### src/rtl/touch_adc_ctrl_pkg.sv
// rtl/touch_adc_ctrl_pkg.sv - shared state type and frame constants for the touch ADC controller
package touch_pkg;

    typedef enum logic [2:0] {
        IDLE,
        FRAME_X,
        FRAME_Y,
        UPDATE,
        GAP
    } state_e;

    localparam logic [7:0] CMD_X      = 8'hD8;
    localparam logic [7:0] CMD_Y      = 8'h98;
    localparam int         FRAME_LEN  = 24;
    localparam int         DATA_FIRST = 10;
    localparam int         DATA_LAST  = 17;

endpackage

### src/rtl/touch_adc_ctrl_if.sv
// rtl/touch_adc_ctrl_if.sv - serial pin bundle between the controller and the touch ADC
interface touch_adc_ctrl_if;

    logic adc_penirq_n;
    logic adc_dout;
    logic adc_busy;
    logic adc_cs_n;
    logic adc_dclk;
    logic adc_din;

    modport master (
        input  adc_penirq_n,
        input  adc_dout,
        input  adc_busy,
        output adc_cs_n,
        output adc_dclk,
        output adc_din
    );

    modport slave (
        output adc_penirq_n,
        output adc_dout,
        output adc_busy,
        input  adc_cs_n,
        input  adc_dclk,
        input  adc_din
    );

endinterface

### src/rtl/touch_spi_frame.sv
// rtl/touch_spi_frame.sv - one 24-clock ADC frame: shifts the command out and the 8-bit result in
module touch_spi_frame
    import touch_pkg::*;
#(
    parameter int CLK_DIV = 16
) (
    input  logic       clk,
    input  logic       rst_n,
    input  logic       start_i,
    input  logic [7:0] cmd_i,
    input  logic       dout_i,
    output logic       cs_n_o,
    output logic       dclk_o,
    output logic       din_o,
    output logic [7:0] result_o,
    output logic       done_o
);

    typedef enum logic [1:0] {F_IDLE, F_SHIFT, F_TAIL} phase_e;

    localparam int             DIV_W     = $clog2(2 * CLK_DIV);
    localparam logic [DIV_W-1:0] HALF_END = DIV_W'(CLK_DIV - 1);
    localparam logic [DIV_W-1:0] TAIL_END = DIV_W'(2 * CLK_DIV - 1);
    localparam logic [4:0]     BIT_LAST  = 5'(FRAME_LEN - 1);
    localparam logic [4:0]     SAMPLE_LO = 5'(DATA_FIRST - 1);
    localparam logic [4:0]     SAMPLE_HI = 5'(DATA_LAST - 1);

    phase_e           phase_q;
    logic [DIV_W-1:0] div_q;
    logic [4:0]       bit_q;
    logic             cs_n_q, dclk_q, din_q, done_q;
    logic [7:0]       cmd_q, res_q;

    always_ff @(posedge clk or negedge rst_n) begin
        if (!rst_n) begin
            phase_q <= F_IDLE;
            div_q   <= '0;
            bit_q   <= '0;
            cs_n_q  <= 1'b1;
            dclk_q  <= 1'b0;
            din_q   <= 1'b0;
            done_q  <= 1'b0;
            cmd_q   <= '0;
            res_q   <= '0;
        end else begin
            done_q <= 1'b0;
            case (phase_q)
                F_IDLE: begin
                    if (start_i) begin
                        // first command bit must be on din before the first rising dclk
                        phase_q <= F_SHIFT;
                        cs_n_q  <= 1'b0;
                        din_q   <= cmd_i[7];
                        cmd_q   <= {cmd_i[6:0], 1'b0};
                        div_q   <= '0;
                        bit_q   <= '0;
                    end
                end
                F_SHIFT: begin
                    if (div_q != HALF_END) begin
                        div_q <= div_q + 1'b1;
                    end else begin
                        div_q <= '0;
                        if (!dclk_q) begin
                            dclk_q <= 1'b1;
                            if (bit_q >= SAMPLE_LO && bit_q <= SAMPLE_HI) begin
                                res_q <= {res_q[6:0], dout_i};
                            end
                        end else begin
                            dclk_q <= 1'b0;
                            if (bit_q == BIT_LAST) begin
                                phase_q <= F_TAIL;
                                cs_n_q  <= 1'b1;
                                din_q   <= 1'b0;
                            end else begin
                                bit_q <= bit_q + 5'd1;
                                din_q <= cmd_q[7];
                                cmd_q <= {cmd_q[6:0], 1'b0};
                            end
                        end
                    end
                end
                F_TAIL: begin
                    if (div_q != TAIL_END) begin
                        div_q <= div_q + 1'b1;
                    end else begin
                        div_q   <= '0;
                        phase_q <= F_IDLE;
                        done_q  <= 1'b1;
                    end
                end
                default: phase_q <= F_IDLE;
            endcase
        end
    end

    assign cs_n_o   = cs_n_q;
    assign dclk_o   = dclk_q;
    assign din_o    = din_q;
    assign result_o = res_q;
    assign done_o   = done_q;

endmodule

### src/rtl/touch_adc_ctrl.sv
// rtl/touch_adc_ctrl.sv - touch ADC sequencer: pen detect, X/Y frame pairs, coordinate update and gap
module touch_adc_ctrl
    import touch_pkg::*;
#(
    parameter int CLK_DIV = 16,
    parameter int GAP_CYC = 4096
) (
    input  logic              sys_clk,
    input  logic              iRST_n,
    touch_adc_ctrl_if.master  adc,
    output logic [7:0]        x,
    output logic [7:0]        y,
    output logic              new_coord_r,
    output logic              penirq_n,
    output logic              transmit_en
);

    localparam int               GAP_W   = $clog2(GAP_CYC + 1);
    localparam logic [GAP_W-1:0] GAP_END = GAP_W'(GAP_CYC - 1);
    localparam logic [GAP_W-1:0] GAP_SAT = GAP_W'(GAP_CYC);

    logic             pen_s1_q, pen_s2_q, dout_s1_q, dout_s2_q, penirq_q;
    state_e           state_q;
    logic             start_q, new_q, tx_q;
    logic [7:0]       hold_x_q, hold_y_q, x_q, y_q;
    logic [GAP_W-1:0] gap_q;
    logic             frame_cs_n, frame_done;
    logic [7:0]       frame_result, frame_cmd;

    assign frame_cmd = (state_q == FRAME_Y) ? CMD_Y : CMD_X;

    touch_spi_frame #(.CLK_DIV(CLK_DIV)) u_frame (
        .clk      (sys_clk),
        .rst_n    (iRST_n),
        .start_i  (start_q),
        .cmd_i    (frame_cmd),
        .dout_i   (dout_s2_q),
        .cs_n_o   (frame_cs_n),
        .dclk_o   (adc.adc_dclk),
        .din_o    (adc.adc_din),
        .result_o (frame_result),
        .done_o   (frame_done)
    );

    assign adc.adc_cs_n = frame_cs_n;

    // penirq is frozen during a frame because the ADC disturbs its pen line while converting
    always_ff @(posedge sys_clk or negedge iRST_n) begin
        if (!iRST_n) begin
            pen_s1_q  <= 1'b1;
            pen_s2_q  <= 1'b1;
            dout_s1_q <= 1'b0;
            dout_s2_q <= 1'b0;
            penirq_q  <= 1'b1;
        end else begin
            pen_s1_q  <= adc.adc_penirq_n;
            pen_s2_q  <= pen_s1_q;
            dout_s1_q <= adc.adc_dout;
            dout_s2_q <= dout_s1_q;
            if (frame_cs_n) penirq_q <= pen_s2_q;
        end
    end

    always_ff @(posedge sys_clk or negedge iRST_n) begin
        if (!iRST_n) begin
            state_q  <= IDLE;
            start_q  <= 1'b0;
            new_q    <= 1'b0;
            tx_q     <= 1'b0;
            hold_x_q <= '0;
            hold_y_q <= '0;
            x_q      <= '0;
            y_q      <= '0;
            gap_q    <= '0;
        end else begin
            start_q <= 1'b0;
            new_q   <= 1'b0;
            case (state_q)
                IDLE: begin
                    if (!pen_s2_q) begin
                        state_q <= FRAME_X;
                        start_q <= 1'b1;
                        tx_q    <= 1'b1;
                    end
                end
                FRAME_X: begin
                    if (frame_done) begin
                        hold_x_q <= frame_result;
                        state_q  <= FRAME_Y;
                        start_q  <= 1'b1;
                    end
                end
                FRAME_Y: begin
                    if (frame_done) begin
                        hold_y_q <= frame_result;
                        state_q  <= UPDATE;
                    end
                end
                UPDATE: begin
                    x_q     <= hold_x_q;
                    y_q     <= hold_y_q;
                    new_q   <= 1'b1;
                    gap_q   <= '0;
                    state_q <= GAP;
                end
                GAP: begin
                    if (gap_q != GAP_SAT) gap_q <= gap_q + 1'b1;
                    if (gap_q >= GAP_END) begin
                        if (!pen_s2_q) begin
                            state_q <= FRAME_X;
                            start_q <= 1'b1;
                        end else begin
                            state_q <= IDLE;
                            tx_q    <= 1'b0;
                        end
                    end
                end
                default: state_q <= IDLE;
            endcase
        end
    end

    assign x           = x_q;
    assign y           = y_q;
    assign new_coord_r = new_q;
    assign penirq_n    = penirq_q;
    assign transmit_en = tx_q;

endmodule

### src/flat_wrapper.sv
// flat-port wrapper written by rule: the top's interface ports become plain ports
module touch_adc_ctrl_flat import touch_pkg::*;
#(
    parameter int CLK_DIV = 16,
    parameter int GAP_CYC = 4096
)
  (sys_clk, iRST_n, x, y, new_coord_r, penirq_n, transmit_en, adc_adc_penirq_n, adc_adc_dout, adc_adc_busy, adc_adc_cs_n, adc_adc_dclk, adc_adc_din);
  touch_adc_ctrl_if adc_i ();
  input  logic sys_clk;
  input  logic iRST_n;
  output logic [7:0] x;
  output logic [7:0] y;
  output logic new_coord_r;
  output logic penirq_n;
  output logic transmit_en;
  input wire logic [$bits(adc_i.adc_penirq_n)-1:0] adc_adc_penirq_n;
  input wire logic [$bits(adc_i.adc_dout)-1:0] adc_adc_dout;
  input wire logic [$bits(adc_i.adc_busy)-1:0] adc_adc_busy;
  output wire logic [$bits(adc_i.adc_cs_n)-1:0] adc_adc_cs_n;
  output wire logic [$bits(adc_i.adc_dclk)-1:0] adc_adc_dclk;
  output wire logic [$bits(adc_i.adc_din)-1:0] adc_adc_din;
  assign adc_i.adc_penirq_n = adc_adc_penirq_n;
  assign adc_i.adc_dout = adc_adc_dout;
  assign adc_i.adc_busy = adc_adc_busy;
  assign adc_adc_cs_n = adc_i.adc_cs_n;
  assign adc_adc_dclk = adc_i.adc_dclk;
  assign adc_adc_din = adc_i.adc_din;
  touch_adc_ctrl #(.CLK_DIV(CLK_DIV), .GAP_CYC(GAP_CYC)) u_core (.sys_clk(sys_clk), .iRST_n(iRST_n), .adc(adc_i), .x(x), .y(y), .new_coord_r(new_coord_r), .penirq_n(penirq_n), .transmit_en(transmit_en));
endmodule
### config.mk
export PLATFORM = sky130hd
export DESIGN_NAME = touch_adc_ctrl_flat
export DESIGN_NICKNAME = d
export VERILOG_FILES = /design/src/rtl/touch_adc_ctrl_pkg.sv /design/src/rtl/touch_adc_ctrl_if.sv /design/src/rtl/touch_spi_frame.sv /design/src/rtl/touch_adc_ctrl.sv /design/src/flat_wrapper.sv
export SDC_FILE = /design/constraint.sdc
export NUM_CORES = 1
export LEC_CHECK = 0
export BUFFER_PORTS_ARGS = -buffer_cell sky130_fd_sc_hd__buf_2
export CORE_ASPECT_RATIO = 1.5
export CORE_MARGIN = 3
export CORE_UTILIZATION = 54
export DETAILED_ROUTE_END_ITERATION = 12
export GPL_ROUTABILITY_DRIVEN = 0
export PLACE_DENSITY = 0.75
export SYNTH_ARGS = -nofsm -noshare
export SYNTH_HDL_FRONTEND = slang
export SYNTH_SLANG_ARGS = --single-unit
### constraint.sdc
create_clock -name sys_clk -period 2.1 [get_ports sys_clk]
set_input_delay 0.105 -clock sys_clk [delete_from_list [all_inputs] [get_ports sys_clk]]
set_output_delay 0.105 -clock sys_clk [all_outputs]
set_load 0.03 [all_outputs]
==> Yosys cells after proc, flatten, opt, wreduce, memory -nomap -nowiden <==
Cells that the tools add are included.
{ "classes": {"n_bitwise": 2, "reduce_logical": 19, "eq_ne": 22, "magnitude_cmp": 3, "div": 0, "shifts": 0, "addsub": 3, "n_mux": 50, "multipliers": 0} }
{ "ops": {"columns": ["cell", "count"], "rows": [
  ["8-bit 2-to-1 mux", 4],
  ["5-bit 2-to-1 mux", 6],
  ["13-bit one-hot mux with 2 select lines", 1],
  ["1-bit 2-to-1 mux", 19],
  ["2-bit inequality test (second input constant)", 8],
  ["8-bit one-hot mux with 2 select lines", 1],
  ["4-bit AND reduction", 4],
  ["3-bit one-hot mux with 5 select lines", 1],
  ["5-bit one-hot mux with 3 select lines", 1],
  ["5-bit AND reduction", 3],
  ["13-bit by 1-bit adder with 13-bit output (second input constant)", 1],
  ["13-bit by 12-bit greater-or-equal comparator with 1-bit output (second input constant)", 1],
  ["13-bit 2-to-1 mux", 1],
  ["13-bit inequality test (second input constant)", 1],
  ["3-bit 2-to-1 mux", 4],
  ["5-bit by 1-bit adder with 5-bit output (second input constant)", 2],
  ["2-bit 2-to-1 mux", 5],
  ["5-bit one-hot mux with 2 select lines", 1],
  ["2-bit AND reduction", 5],
  ["2-bit by 1-bit inequality test with 1-bit output (second input constant)", 4],
  ["7-bit 2-to-1 mux", 1],
  ["3-bit by 2-bit == test with 1-bit output (second input constant)", 2],
  ["1-bit one-hot mux with 2 select lines", 3],
  ["2-bit one-hot mux with 3 select lines", 1],
  ["16 further kinds", 19]
]} }
{ "word_totals": {"latchBits": 0, "ramBits": 0, "in_bits": 5, "reg_bits": 88, "wordCells": 122, "mem_bits_ro": 0, "n_memories": 0} }

==> Logic depth before layout (Yosys ltp) <==
Gate-level depths: netlist of run 1.
{ "depth": {"depth_word": 5, "ltp_mapped": 7, "ltp_nobuf": 7} }

==> By module <==
A second synthesis of run 1 with hierarchy kept.
{ "unflattened": {"hier_cells": 381, "hier_area_um2": 4097.7} }
{ "modules_own_cells": {"columns": ["mod", "n_inst", "area_each_um2", "cells_each", "seq_area_each_um2"], "rows": [
  ["touch_adc_ctrl", 1, 2393.5, 221, 1405.1],
  ["touch_spi_frame", 1, 1704.1, 160, 777.0]
]} }

==> Least setup slack after synthesis of run 1 <==
OpenSTA, ideal clock, no wires.
{ "synth_timing": {"kind": "flip-flop to flip-flop", "startpoint": "reg u_core.u_frame.div_q[0]", "endpoint": "reg u_core.u_frame.phase_q[0]", "synth_period_minus_slack_ns": 1.976, "n_path_buf": 0, "t_arrival_ns": 1.851, "path_stages_with_launch": 8, "required_ns": 1.975, "setup_time_ns": 0.125, "path_slack_ns": 0.124, "cell_sequence": "dfrtp_1 > ha_1 > and3_1 > ha_1 > a21boi_2 > or3_1 > a21oi_1 > mux2_2"} }
{ "synth_via": {"elab_chain_len": 3, "word_cells_on_any_way": 5} }
{ "synth_lines": {"columns": ["element", "line_no", "rtl"], "rows": [
  ["start, declared", "touch_spi_frame.sv:29", "logic [DIV_W-1:0] div_q;"],
  ["start signal, assigned", "touch_spi_frame.sv:61", "div_q <= div_q + 1'b1;"],
  ["start signal, assigned", "touch_spi_frame.sv:85", "div_q <= div_q + 1'b1;"],
  ["5-bit inequality test or 5-bit by 4-bit inequality test with 1-bit output (tied branches)", "touch_spi_frame.sv:84, touch_spi_frame.sv:60", null],
  ["2-bit inequality test (no source line)", null, null],
  ["5-bit AND reduction (no source line) *", null, null],
  ["end signal, assigned", "touch_spi_frame.sv:72", "phase_q <= F_TAIL;"],
  ["end signal, assigned", "touch_spi_frame.sv:88", "phase_q <= F_IDLE;"],
  ["end signal, assigned", "touch_spi_frame.sv:92", "default: phase_q <= F_IDLE;"],
  ["end, declared", "touch_spi_frame.sv:28", "phase_e phase_q;"]
]} }
Every way passes the cells marked *; elsewhere a longest branch is shown, timed or not.
A chain may end at the register's enable or synchronous reset.

==> Final worst setup path of run 1 <==
{ "layout_timing": {"startpoint": "reg u_core.u_frame.div_q[1]", "endpoint": "reg u_core.u_frame.phase_q[0]"} }
The elaborated chain is that of the path after synthesis.

==> reports/metrics.cfg, run 1 <==
[floorplan]
die_y_um = 109
core_area_sq_um = 6670
rows = 36
io_pins = 27
dieArea_sq_um = 8070
die_x_um = 74.4
initial_core_util_pct = 56.8

[power_and_ir_drop]
power_switching_uw = 606
p_clk_share_pct = 41.0
swShare_pct = 21.5
p_per_area_nw_per_um2 = 647
peakVddDrop_mv = 0.699
power.total_uw = 2820
comb_power_share_pct = 1.5
p_int_uw = 2220
seq_power_share_pct = 57.5
power_leakage_uw = 0.00218

[drt]
drc = 0
wire_per_inst_um = 14.8
vias = 2675
ant_nets = 0
vias_per_cell = 5.56
routed_wl_mm = 7.13
drtPass1Iterations = 4
drtIter0Drc = 152

[cts]
clock_sinks = 84
numCtsBuffers = 9
cts_max_path_buffers = 2
clock_latency_ps = 370
htreeDepth = 3
cts_tree = yes
root_buffer = clkbuf_8
path_clk_slew_ps = 80

[timing]
hold_viol_final = 0
setup_viol = 0
max_freq_ghz = 0.502
tns_ps = 0
fin_crit_ps = 1990
worst_pin_slew_ps = 727
rsz0062_at_grt = no
slew_violations = 0
clock_skew_ps = 12.7
timing.final.crit_share_pct = 94.9
relSlewSlack_pct = 51.4

[placed_design]
dp_cells = 459
io_buffers = 25
dpl.hpwl_mm = 4.83

[critical_path]
endpoint_kind = register
startpoint = u_core.u_frame.div_q[1]
critical_path_class = reg -> reg
cp.arrival_ps = 2240
reg2reg_depth = 7
worst_r2r_endpoint = u_core.u_frame.phase_q[0]
rrSetupSlack_ps = 110
startpoint_type = register
r2r-start = u_core.u_frame.div_q[1]
cp.required_ps = 2350
crit_path_max_fanout = 3

[global_route]
grt_pass1_vias = 2693
grt_max_degree = 67
grt_antenna_before_repair = 0
grt.total_usage_pct = 20.1
grt_pass1_wl_mm = 12.4
overflow = 0

[synthesis]
synthArstFlopShare_pct = 100
synthCells = 354
synth_flop_cell = dfrtp_1
yosys_warnings = 0
ys_seq_area_share_pct = 55.7
syn_area_per_cell_sq_um = 10.7
ys_ff_latch = 84
synth_edf_count = 0
synth_area_sq_um = 3790
synth_cell_types = 48
synth_fp_nets = 371

[final_layout]
final_common_cell = dfrtp_1
layoutNonFillerInstCount = 481
antenna_cells = 0
multi_input_area_sq_um = 1580
fillers = 545
finish.utilization_pct = 65.5
area_growth_pct = 15.3
mostFrequentLayoutCells = dfrtp_1, nand2_1, mux2_2
final_layout_size_suffix_gt1_share_pct = 24.9
nets = 417
register_area_sq_um = 2110

[run]
drv_cap = 0

[status]
outcome = complete, no violations

[worst_hold_path]
hold_path_class = in -> async

final cells by class:
cell class                 instances  share of cell area, %
multi-input combinational        240                   36.2
timing repair buffer              47                   7.16
tap                               76                   2.18
clock buffer                      11                   3.24
inverter                          18                   1.55
clock inverter                     5                   1.40
sequential                        84                   48.3
logic make-up after synthesis:
group,count (synthesis),share of synthesized area [%]
AO/OA/AOI/OAI,50,8.79
XOR/XNOR,7,1.62
adder cells (fa/ha/maj),12,3.97
buffers and inverters,30,3.11
flip-flops,84,55.7
multiplexers,30,8.82
AND/OR/NAND/NOR,141,18.0
sequential cells by signal (all words and copies together), names as in the netlist, 2 cells and up:
register / count
u_core.gap_q: 13
u_core.hold_x_q: 8
u_core.hold_y_q: 8
u_core.u_frame.result_o: 8
u_core.x: 8
u_core.y: 8
u_core.u_frame.bit_q: 5
u_core.u_frame.div_q: 5
u_core.u_frame.cmd_q: 4
u_core.state_q: 3
u_core.u_frame.phase_q: 2
synthesized netlist by cell type (all sizes together) (4+ instances only):
cell type,number,area [sq um]
dfrtp,80,2000
nand2,68,255
mux2,27,304
nor2,21,78.8
inv,18,67.6
a21oi,17,85.1
o21ai,13,65.1
ha,12,150
nor3,11,60.1
nand3,9,45.0
clkbuf,8,30.0
xnor2,7,61.3
buf,4,20.0
dfstp,4,105
critical path, cell delays in order, from the launching register on:
cell and delay [ps]:
dfrtp_1 380, ha_2 200, and3_4 210, ha_1 170
nor2b_1 50, or3_1 360, a21oi_1 160, mux2_2 350
power groups by stage:
stage / Combinational (uW) / Clock (uW) / Sequential (uW)
6_report: 42.9 / 1160 / 1620
5_1_grt: 49.8 / 1270 / 1620
4_1_cts: 46.0 / 1180 / 1620
3_5_place_dp: 41.6 / 0 / 1660
3_3_place_gp: 40.6 / 0 / 1660
2_1_floorplan: 1.13 / 0 / 1660
worst max path at each step:
| stage | to | cells past startpoint |
|---|---|---|
| after floorplan | u_core.u_frame.phase_q[0] | 7 |
| after global placement | u_core.u_frame.phase_q[0] | 7 |
| after detailed placement | u_core.u_frame.phase_q[0] | 7 |
| after CTS | u_core.u_frame.phase_q[0] | 7 |
| after global routing | u_core.u_frame.phase_q[0] | 7 |
| final | u_core.u_frame.phase_q[0] | 7 |
layer usage:
layer / up-vias / global-route usage [%] / wire [um]
li1: 1310 / - / -
met1: 1318 / 25.7 / 3180
met2: 34 / 32.1 / 3590
met3: 13 / 5.30 / 196
met4: 0 / 7.89 / 165
met5: - / 0 / 0
per-stage QoR:
step	area, sq um	hold WS [ps]	setup slack (ps)
after detailed placement	4090	10.8	28.0
after CTS	4320	173	5.55
after global placement	4090	0.271	98.8
after global routing	4370	194	20.1
after floorplan	3790	-191	124
final	4370	166	107
repair_timing:
action,4_1_cts,5_1_grt
buffers inserted,0,3
endpoints found under the hold margin,83,0
endpoints found under the setup margin,0,13
gates resized for setup,0,5
hold buffers,3,0
Note: power is estimated with default switching activity, not from simulation.
==> run 2, diff against run 1 <==
--- a/config.mk
+++ b/config.mk
@@ -11,7 +11,7 @@
 export CORE_UTILIZATION = 54
 export DETAILED_ROUTE_END_ITERATION = 12
 export GPL_ROUTABILITY_DRIVEN = 0
-export PLACE_DENSITY = 0.75
+export PLACE_DENSITY_LB_ADDON = 0.2
 export SYNTH_ARGS = -nofsm -noshare
 export SYNTH_HDL_FRONTEND = slang
 export SYNTH_SLANG_ARGS = --single-unit
==> reports/metrics.cfg, run 2 (synthesized netlist as in run 1, its figures left out) <==
[global_route]
grt_antenna_before_repair = 0  ; unchanged
grt_pass1_wl_mm = 12.3  ; -0.67%
overflow = 0  ; unchanged
grt.total_usage_pct = 19.8  ; -0.24 points
grt_pass1_vias = 2708  ; +0.56%
grt_max_degree = 45  ; -33%

[timing]
max_freq_ghz = 0.505  ; +0.60%
fin_crit_ps = 1980  ; -11.9 ps
timing.final.crit_share_pct = 94.3  ; -0.57 points
hold_viol_final = 0  ; unchanged
setup_viol = 0  ; unchanged
slew_violations = 0  ; unchanged
clock_skew_ps = 4.78  ; -7.94 ps
worst_pin_slew_ps = 747  ; +20.0 ps
relSlewSlack_pct = 50.1  ; -1.3 points

[critical_path]
startpoint_type = register
rrSetupSlack_ps = 120  ; about the same
crit_chain = ha_2 -> and3_4 -> ha_2 -> a21boi_2 -> or3_1 -> a21oi_2 -> mux2_2
cp_slowest_cell = dfrtp_1
crit_path_max_fanout = 4  ; +1
reg2reg_depth = 7  ; unchanged
r2r-start = u_core.u_frame.div_q[0]
cp_common_cell = ha_2
worst_r2r_endpoint = u_core.u_frame.phase_q[0]
startpoint = u_core.u_frame.div_q[0]
endpoint_kind = register
cp.required_ps = 2350  ; about the same
cpPeakStageDelay_ps = 390  ; about the same
critical_path_class = reg -> reg
cp.arrival_ps = 2230  ; about the same

[cts]
cts_max_path_buffers = 2  ; unchanged
path_clk_slew_ps = 80  ; about the same
clock_latency_ps = 360  ; about the same
htreeDepth = 3  ; unchanged
clock_sinks = 84  ; unchanged
cts_tree = yes
numCtsBuffers = 9  ; unchanged
root_buffer = clkbuf_8

[power_and_ir_drop]
p_per_area_nw_per_um2 = 680  ; +5.1%
power.total_uw = 2980  ; +5.6%
peakVddDrop_mv = 0.553  ; -21%
power_leakage_uw = 0.00219  ; +0.60%

[final_layout]
layoutNonFillerInstCount = 482  ; +0.21%
final_common_cell = dfrtp_1
fillers = 519  ; -4.8%
area_growth_pct = 15.9
mostFrequentLayoutCells = dfrtp_1, nand2_1, mux2_2
largest_reg_flops = 13  ; unchanged
top_register = u_core.gap_q
design_area_sq_um = 4390  ; +0.46%
nets = 418  ; +0.24%
final_layout_size_suffix_gt1_share_pct = 25.6  ; +0.68 points
antenna_cells = 0  ; unchanged

[drt]
vias_per_cell = 5.48  ; -1.6%
drtPass1Iterations = 4  ; unchanged
drtIter0Drc = 100  ; -34%
vias = 2639  ; -1.3%
wire_per_inst_um = 14.5  ; -2.2%
routed_wl_mm = 6.99  ; -2.0%
ant_nets = 0  ; unchanged
drc = 0  ; unchanged

[worst_hold_path]
hold_path_class = in -> async

[floorplan]
rows = 36  ; unchanged
io_pins = 27  ; unchanged
initial_core_util_pct = 56.8  ; unchanged
die_x_um = 74.4  ; unchanged
core_area_sq_um = 6670  ; unchanged
dieArea_sq_um = 8070  ; unchanged
die_y_um = 109  ; unchanged

[placed_design]
dpl_cell_area_sq_um = 4090  ; about the same
io_buffers = 25  ; unchanged
dp_cells = 461  ; +0.44%
dpl.hpwl_mm = 4.84  ; about the same

[run]
drv_cap = 0  ; unchanged

[status]
outcome = complete, no violations

==> run 2: changes by cell type in the layout (fill, tap and decap cells not counted), sizes merged <==
| cell | before | now |
|---|---|---|
| clkinv | 4 | 2 |
| bufinv | 1 | 2 |
| buf | 44 | 45 |
| inv | 18 | 19 |
==> run 2: per-layer routing <==
metal / part of all wire [%] / GRT usage, % / routed length [um] / up-vias
li1: - / - / - / 1309
met1: 46 / 25.4 / 3190 / 1292
met2: 49 / 31.8 / 3460 / 25
met3: 1.9 / 2.70 / 134 / 13
met4: 2.9 / 11.1 / 201 / 0
met5: 0 / 0 / 0 / -
==> run 2: worst max-delay path by stage <==
stage,cells after the start,slack (ps),endpoint
5_1_grt,7,-50,u_core.u_frame.phase_q[1]
6_report,7,120,u_core.u_frame.phase_q[0]
3_3_place_gp,7,110,u_core.u_frame.phase_q[0]
3_5_place_dp,7,40,u_core.u_frame.phase_q[0]
4_1_cts,7,30,u_core.u_frame.phase_q[0]
2_1_floorplan,7,120,u_core.u_frame.phase_q[0]
==> run 2: stage by stage <==
stage | hold slack (ps) | setup TNS (ps) | util [%] | setup WS, ps
4_1_cts | 289 | 0 | 65.4 | 32.7
5_1_grt | 326 | -78.3 | 65.8 | -48.7
3_3_place_gp | 130 | 0 | 61.4 | 111
6_report | 267 | 0 | 65.8 | 119
2_1_floorplan | -191 | 0 | - | 124
3_5_place_dp | 134 | 0 | 61.4 | 41.7
==> run 2: final cells by class <==
class | count | area (sq um) | area share (%)
Clock inverter | 5 | 82.6 | 1.88
Sequential cell | 84 | 2110 | 48.0
Timing Repair Buffer | 48 | 308 | 7.02
Tap cell | 76 | 95.1 | 2.17
Clock buffer | 11 | 151 | 3.45
Multi-Input combinational cell | 240 | 1580 | 35.9
Inverter | 18 | 67.6 | 1.54
==> run 2: repair_timing <==
item,in CTS,in global routing
hold endpoints to repair,44,0
buffers inserted,0,2
endpoints found under the setup margin,0,13
resized for setup,0,4
hold buffers,3,0
==> run 2: worst max-delay path: cells and delay by family, from the launching register on <==
family,cells,cell delay [ps]
AND/OR/NAND/NOR,2,530
multiplexers,1,340
flip-flops,1,390
adder cells (fa/ha/maj),2,420
AO/OA/AOI/OAI,2,190
==> run 2: power by group <==
part / switching [uW] / internal, uW / total, uW
Clock: 579 / 739 / 1320
Sequential: 2.12 / 1620 / 1620
Combinational: 32.6 / 9.18 / 41.8
Total: 614 / 2370 / 2980
==> run 3, diff against run 2 <==
--- a/config.mk
+++ b/config.mk
@@ -6,9 +6,11 @@
 export NUM_CORES = 1
 export LEC_CHECK = 0
 export BUFFER_PORTS_ARGS = -buffer_cell sky130_fd_sc_hd__buf_2
+export CELL_PAD_IN_SITES_DETAIL_PLACEMENT = 1
+export CELL_PAD_IN_SITES_GLOBAL_PLACEMENT = 1
 export CORE_ASPECT_RATIO = 1.5
 export CORE_MARGIN = 3
-export CORE_UTILIZATION = 54
+export CORE_UTILIZATION = 43
 export DETAILED_ROUTE_END_ITERATION = 12
 export GPL_ROUTABILITY_DRIVEN = 0
 export PLACE_DENSITY_LB_ADDON = 0.2
==> reports/metrics.cfg, run 3 (synthesized netlist as in run 1, its figures left out) <==
[timing]
clock_skew_ps = 5.39  ; +0.613 ps
rsz0062_at_grt = no
fin_crit_ps = 1990  ; +5.52 ps
relSlewSlack_pct = 59.3  ; +9.2 points
timing.final.crit_share_pct = 94.6  ; +0.26 points
tns_ps = 0  ; unchanged
hold_viol_final = 0  ; unchanged
slew_violations = 0  ; unchanged
max_freq_ghz = 0.503  ; -0.28%
worst_pin_slew_ps = 603  ; -144 ps
setup_viol = 0  ; unchanged

[global_route]
grt.total_usage_pct = 18.1  ; -1.7 points
grt_max_degree = 45  ; unchanged
overflow = 0  ; unchanged
grt_pass1_vias = 2958  ; +9.2%
grt_antenna_before_repair = 0  ; unchanged
grt_pass1_wl_mm = 13.7  ; +11%

[critical_path]
cp.required_ps = 2320  ; -30 ps
endpoint_kind = register
cp.arrival_ps = 2210  ; -20 ps
crit_path_max_fanout = 5  ; +1
critical_path_class = reg -> reg
startpoint_type = register

[final_layout]
nets = 421  ; +0.72%
top_register = u_core.gap_q
largest_reg_flops = 13  ; unchanged
area_growth_pct = 20.2
antenna_cells = 0  ; unchanged
design_area_sq_um = 4550  ; +3.8%
mostFrequentLayoutCells = dfrtp_1, nand2_1, mux2_2
final_layout_size_suffix_gt1_share_pct = 25.4  ; -0.19 points
final_common_cell = dfrtp_1

[floorplan]
initial_core_util_pct = 44.5  ; -12 points
core_area_sq_um = 8520  ; +28%
io_pins = 27  ; unchanged
die_y_um = 121  ; +11%
dieArea_sq_um = 9990  ; +24%
die_x_um = 82.6  ; +11%
rows = 41  ; +14%

[cts]
clock_sinks = 84  ; unchanged
htreeDepth = 3  ; unchanged
root_buffer = clkbuf_16
numCtsBuffers = 9  ; unchanged
cts_tree = yes
cts_max_path_buffers = 2  ; unchanged
clock_latency_ps = 340  ; -20 ps
path_clk_slew_ps = 60  ; -20 ps

[drt]
ant_nets = 0  ; unchanged
wire_per_inst_um = 15.6  ; +7.8%
routed_wl_mm = 8.07  ; +15%
vias_per_cell = 5.35  ; -2.2%
vias = 2762  ; +4.7%
drtIter0Drc = 77  ; -23%
drc = 0  ; unchanged
drtPass1Iterations = 4  ; unchanged

[worst_hold_path]
hold_path_class = in -> async

[run]
drv_cap = 0  ; unchanged

[power_and_ir_drop]
p_per_area_nw_per_um2 = 738  ; +8.5%
power_leakage_uw = 0.00225  ; +2.6%
peakVddDrop_mv = 0.424  ; -23%

[status]
outcome = complete, no violations

[placed_design]
io_buffers = 25  ; unchanged
dpl.hpwl_mm = 5.58  ; +15%
dpl_cell_area_sq_um = 4180  ; +2.0%

run 3: final timing paths:
path                                    startpoint                   endpoint  slack [ps]  depth (start not counted)
max                        u_core.u_frame.div_q[1]  u_core.u_frame.phase_q[0]         110                          7
min                                         iRST_n            u_core.gap_q[5]         320                          2
max reg2reg                u_core.u_frame.div_q[1]  u_core.u_frame.phase_q[0]         110                          7
min reg2reg                       u_core.dout_s1_q           u_core.dout_s2_q         350                          0
max in group asynchronous                   iRST_n                u_core.y[0]        1200                          3
min in group sys_clk              u_core.dout_s1_q           u_core.dout_s2_q         350                          0
run 3: report_power, final:
group / leakage, uW / internal, uW / switching, uW / total (uW)
registers: 0.00110 / 1620 / 2.71 / 1630
logic: 0.000997 / 11.7 / 32.9 / 44.6
clock network: 0.000153 / 1070 / 615 / 1690
run 3: cell type report:
class                      count  area [sq um]
clock inverter                 4          72.6
inverter                      18          67.6
multi-input combinational    240          1580
clock buffer                  12           246
timing repair buffer          51           343
fill                         966          3960
sequential                    84          2110
tap                          107           134
run 3: layer usage:
| layer | wire (um) | track usage (%) |
|---|---|---|
| met1 | 3160 | 19.3 |
| met2 | 4500 | 33.4 |
| met3 | 202 | 2.30 |
| met4 | 201 | 9.41 |
| met5 | 0 | 0 |
run 3: metrics by stage:
stage	hold WS (ps)	util, %	power (uW)	setup slack, ps	cells
after global routing	358	53.5	3470	14.8	516
after floorplan	-191	-	1660	124	354
after CTS	331	53.1	3410	40.1	515
final	318	53.5	3360	114	516
after global placement	148	49.0	1700	91.3	496
after detailed placement	146	49.0	1700	53.1	496
run 3: timing repair:
item	CTS	global route
endpoints found under the hold margin	40	0
resized for setup	0	4
setup buffers	0	1
hold buffers	3	0
setup endpoints to repair	0	13
run 3: worst max-delay path: stages (launching register included):
cell and delay (ps):
dfrtp_1 420, ha_4 170, and3_4 180, ha_2 190, a21boi_2 80, or3_1 340, a21oi_1 140, mux2_2 340
